## src/rtl/wb_arb2.sv

```systemverilog
// Two-master round-robin Wishbone arbiter; grant held for a whole cyc.
// Optional slave watchdog enabled by defining WB_ARB_TMO_EN.
//   state | meaning
//   IDLE  | no owner, slave outputs forced to 0, arbitrate on m_cyc
//   BUSY  | grant owner, slave port muxed from the granted master
module wb_arb2 #(
  parameter int ADRBITS = 1,
  parameter int TMOBITS = 4
) (
  input  logic                   wb_clk,
  input  logic                   wb_rst_n,
  input  logic [1:0]             m_cyc,
  input  logic [1:0]             m_stb,
  input  logic [1:0]             m_we,
  input  logic [2*ADRBITS-1:0]   m_adr,
  input  logic [31:0]            m_dat_w,
  output logic [15:0]            m_dat_r,
  output logic [1:0]             m_ack,
  output logic                   s_cyc,
  output logic                   s_stb,
  output logic                   s_we,
  output logic [ADRBITS-1:0]     s_adr,
  output logic [15:0]            s_dat_w,
  input  logic [15:0]            s_dat_r,
  input  logic                   s_ack,
  output logic [1:0]             grant,
  output logic                   arb_tmo
);

  typedef enum logic {IDLE, BUSY} state_t;

  state_t       state_q, state_d;
  logic [1:0]   grant_q, grant_d;
  logic         last_q, last_d;

  logic               busy;
  logic               sel;
  logic               cyc_g, stb_g, we_g;
  logic [ADRBITS-1:0] adr_g;
  logic [15:0]        dat_g;
  logic               ack_g;
  logic               tmo_hit;

  assign busy = (state_q == BUSY);
  assign sel  = grant_q[1];

  always_ff @(posedge wb_clk or negedge wb_rst_n) begin
    if (!wb_rst_n) begin
      state_q <= IDLE;
      grant_q <= 2'b00;
      last_q  <= 1'b1;
    end else begin
      state_q <= state_d;
      grant_q <= grant_d;
      last_q  <= last_d;
    end
  end

  always_comb begin
    state_d = state_q;
    grant_d = grant_q;
    last_d  = last_q;
    case (state_q)
      IDLE: begin
        if (m_cyc != 2'b00) begin
          state_d = BUSY;
          if (m_cyc == 2'b11) grant_d = last_q ? 2'b01 : 2'b10;
          else                grant_d = m_cyc;
        end
      end
      BUSY: begin
        // Every handover goes through IDLE, giving one dead cycle between owners.
        if (!(sel ? m_cyc[1] : m_cyc[0])) begin
          state_d = IDLE;
          grant_d = 2'b00;
          last_d  = sel;
        end
      end
      default: begin
        state_d = IDLE;
        grant_d = 2'b00;
      end
    endcase
  end

  assign cyc_g = sel ? m_cyc[1] : m_cyc[0];
  assign stb_g = sel ? m_stb[1] : m_stb[0];
  assign we_g  = sel ? m_we[1]  : m_we[0];
  assign adr_g = sel ? m_adr[2*ADRBITS-1:ADRBITS] : m_adr[ADRBITS-1:0];
  assign dat_g = sel ? m_dat_w[31:16] : m_dat_w[15:0];

  assign s_cyc   = busy & cyc_g;
  assign s_stb   = busy & stb_g;
  assign s_we    = busy & we_g;
  assign s_adr   = busy ? adr_g : '0;
  assign s_dat_w = busy ? dat_g : 16'h0000;

  assign ack_g   = busy & stb_g & (s_ack | tmo_hit);
  assign m_ack   = {ack_g & sel, ack_g & ~sel};
  assign m_dat_r = !busy  ? 16'h0000 :
                   tmo_hit ? 16'hFFFF : s_dat_r;
  assign grant   = grant_q;

`ifdef WB_ARB_TMO_EN
  localparam logic [TMOBITS-1:0] TMO_MAX = '1;

  logic [TMOBITS-1:0] tmo_cnt_q, tmo_cnt_d;
  logic               arb_tmo_q, arb_tmo_d;

  assign tmo_hit = busy & stb_g & ~s_ack & (tmo_cnt_q == TMO_MAX);

  always_comb begin
    tmo_cnt_d = '0;
    arb_tmo_d = arb_tmo_q | tmo_hit;
    if (busy && stb_g && !s_ack && !tmo_hit) tmo_cnt_d = tmo_cnt_q + 1'b1;
  end

  always_ff @(posedge wb_clk or negedge wb_rst_n) begin
    if (!wb_rst_n) begin
      tmo_cnt_q <= '0;
      arb_tmo_q <= 1'b0;
    end else begin
      tmo_cnt_q <= tmo_cnt_d;
      arb_tmo_q <= arb_tmo_d;
    end
  end

  assign arb_tmo = arb_tmo_q;
`else
  assign tmo_hit = 1'b0;
  // Always 0; references TMOBITS so the unused parameter stays visible to lint.
  assign arb_tmo = (TMOBITS < 0);
`endif

endmodule

```

## config.mk

```make
export PLATFORM = sky130hd
export DESIGN_NAME = wb_arb2
export DESIGN_NICKNAME = d
export VERILOG_FILES = /design/src/rtl/wb_arb2.sv
export SDC_FILE = /design/constraint.sdc
export NUM_CORES = 1
export LEC_CHECK = 0
export CAP_MARGIN = 20
export CORE_MARGIN = 2
export CORE_UTILIZATION = 22
export DETAILED_ROUTE_END_ITERATION = 8
export HOLD_SLACK_MARGIN = 0.05
export MAX_ROUTING_LAYER = met4
export PLACE_DENSITY_LB_ADDON = 0.25
export SLEW_MARGIN = 20
export SYNTH_ARGS = -nofsm -noshare
export SYNTH_HDL_FRONTEND = slang
export SYNTH_SLANG_ARGS = --single-unit
```

## constraint.sdc

```tcl
create_clock -name wb_clk -period 1.3 [get_ports wb_clk]
set_input_delay 0.195 -clock wb_clk [delete_from_list [all_inputs] [get_ports wb_clk]]
set_output_delay 0.195 -clock wb_clk [all_outputs]
set_load 0.005 [all_outputs]
```

==> impl_metrics.ini <==
[status]
status = finished with violations
violations = negative setup slack

[placed_design]
portBuffers = 98
gp_congestion = 0.7027
dp_hpwl_um = 2285
place_area_um2 = 1680

[sta]
setup_viol = 30
post-route-worst-setup-slack_ps = -225.1
final-max-slew-violation-count = 0
fmax_mhz = 655.7
min_period_ps = 1525
final.setup_skew_ps = 12.41
finalCritPeriodShare = 1.173
rsz0062_at_grt = true
finalHoldViolCount = 0

[setup_path]
path_buf_inv = 3
reg2reg_depth = 6
crit_fanout = 7
cp_top_family = flip-flops
worstPathRequired_ps = 1110
cp-end-kind = primary output
rr_endpoint = grant[0]
crit_slowest_cell = dfrtp_2
max_stage_delay_ps = 420
crit_top_cell = buf_12
path_cells = buf_12 > buf_12 > mux2i_1 > nor2_1 > buf_2
r2r_slack_ps = -90
worstPathArrival_ps = 1330
crit_type = flop to primary output
start_kind = flop
r2r_start = grant[1]

[finish]
stdcell_area_um2 = 1842
drive_gt1_frac = 0.4478
layout.nets = 261
area.growth.synth_to_final_pct = 191.5
n_antenna_cell = 0

[grt]
grt_first_pass_wirelength_um = 4899
grt_max_degree = 12
overflow = 0
grt_usage = 0.1942
grt_pass1_vias = 1122
antenna_found_initial = 0

[routing]
wire_per_inst_um = 13.77
drtPass1Iterations = 4
drc = 0
first_iter_violations = 15
viasPerCell = 4.448
vias = 1032
wirelength_um = 3195
ant_nets = 0

[floorplanning]
die_area_um2 = 3317
start_util = 0.2311
core_area_um2 = 2734
die_h_um = 57.59
num_rows = 19
die_x_um = 57.59
num_io_pins = 100

[yosys]
synth_cell_types = 20
seq_area_frac_synth = 0.1604
netlist.area_leader.share = 0.3010
syn_nets = 146
synthMostInstantiatedCell = nor2_1
synth-seq-cells = 4
synth.avg_cell_area_um2 = 7.263
postSynthCellCount = 87
yosys-top-cells-area = mux2i_1 30%, and2_1 16%, nor2_1 13%
synthFlopType = dfrtp_1
synth-async-reset-ratio = 1.000
synth_area_leader_cell = mux2i_1
syn-cell-area_um2 = 631.9
synthTopCellsByCount = 22 x nor2_1, 19 x mux2i_1, 16 x and2_1, 4 x nand2_1
synth_edf_count = 0
yosys_warnings = 0

[clock_tree]
clock_tree.root_cell = clkbuf_4
cts_buffer_depth = 2
cts_tree = built
clk_pin_slew_ps = 50
clock-sinks = 4
cts_buffers = 3
htree_levels = 1
ctsHoldBuffers = 0
clk_latency_ps = 240

[hold_path]
hold_path.class = input port to async pin

[power_and_ir_drop]
p_clk_frac = 0.089
seqPwrFrac = 0.115
p_comb_frac = 0.796
p_total_uw = 1912
intPower_uw = 1263
p_sw_uw = 649.0
switching_share = 0.3394
p_leak_uw = 0.0009052
power_density_nw_per_um2 = 1038
ir_drop_mv = 0.6518

[job]
max_cap_violations = 0
## power by group through the flow
| stage | registers (uW) | clock network, uW | logic (uW) |
|---|---|---|---|
| floorplan | 208 | 0 | 555 |
| global placement | 209 | 0 | 1260 |
| detailed placement | 215 | 0 | 1290 |
| global route | 226 | 195 | 1650 |
| CTS | 226 | 176 | 1530 |
| finish | 219 | 170 | 1520 |
## state kept, by name, indices dropped and copies added, names as in the netlist
name	flops
last_q	1
grant	2
busy	1
## how the worst max path moves through the flow
stage	slack, ps	depth (start not counted)	from	end
after global placement	-300	4	m_cyc[0]	s_cyc
final	-230	5	grant[1]	s_we
after global routing	-270	5	grant[1]	s_we
after CTS	-210	5	grant[1]	s_cyc
after detailed placement	-290	4	m_cyc[0]	s_cyc
after floorplan	200	4	grant[1]	s_adr
## worst register-to-register path: cells and delay by family, from the launching register on
family / cells / cell delay [ps]
mux: 2 / 260
flops: 1 / 420
buf+inv: 3 / 430
compound gates: 1 / 180
## placed cells by master, fill, tap and decap left out, types with 2 or more instances in the layout
cell             count
nand2_4              2
mux2i_1             19
a21oi_2              2
clkbuf_4             3
dfrtp_1              2
buf_12               3
nor2_1              21
buf_6               23
and2_4              15
clkdlybuf4s50_1     58
buf_4                7
buf_2               25
nor2b_4              2
nand2_1              2
## kinds of logic (layout without fill, tap and decap cells)
group / after synthesis / in the layout / synth area share
compound gates: 6 / 6 / 0.05941
buf+inv: 9 / 123 / 0.08712
flops: 4 / 4 / 0.1604
mux: 20 / 20 / 0.3228
other cells: 1 / 1 / 0.005935
simple gates: 47 / 47 / 0.3644
## layer usage
layer	GRT usage	vias to the layer above	share of wire
li1	-	509	-
met1	0.1761	456	0.34
met2	0.4026	65	0.56
met3	0.03855	2	0.098
met4	0.03987	0	0.0053
met5	-	-	0
## cell type report
type / count / area (um^2)
multi-input combinational: 74 / 565.5
sequential: 4 / 102.6
timing repair buffer: 118 / 1105
fill: 231 / 892.1
tap: 31 / 38.79
inverter: 1 / 3.754
clock buffer: 4 / 26.28
## what timing repair did
item | 4_1_cts | 5_1_grt
gates cloned | 4 | 0
gates resized for setup | 194 | 26
buffers inserted | 11 | 2
pin swaps | 9 | 7
endpoints found under the setup margin | 39 | 42
## stage by stage
step	hold slack (ps)	setup TNS, ps	util	setup WS, ps	std cells
2_1_floorplan	-100.6	0	-	199.3	87
3_3_place_gp	406.4	-7059	0.6146	-296.9	217
3_5_place_dp	418.0	-7482	0.6146	-285.1	217
4_1_cts	156.4	-4782	0.6632	-206.1	236
5_1_grt	149.3	-5389	0.6737	-272.5	232
6_report	152.8	-3466	0.6737	-225.1	232
(Power assumes the default switching activity.)
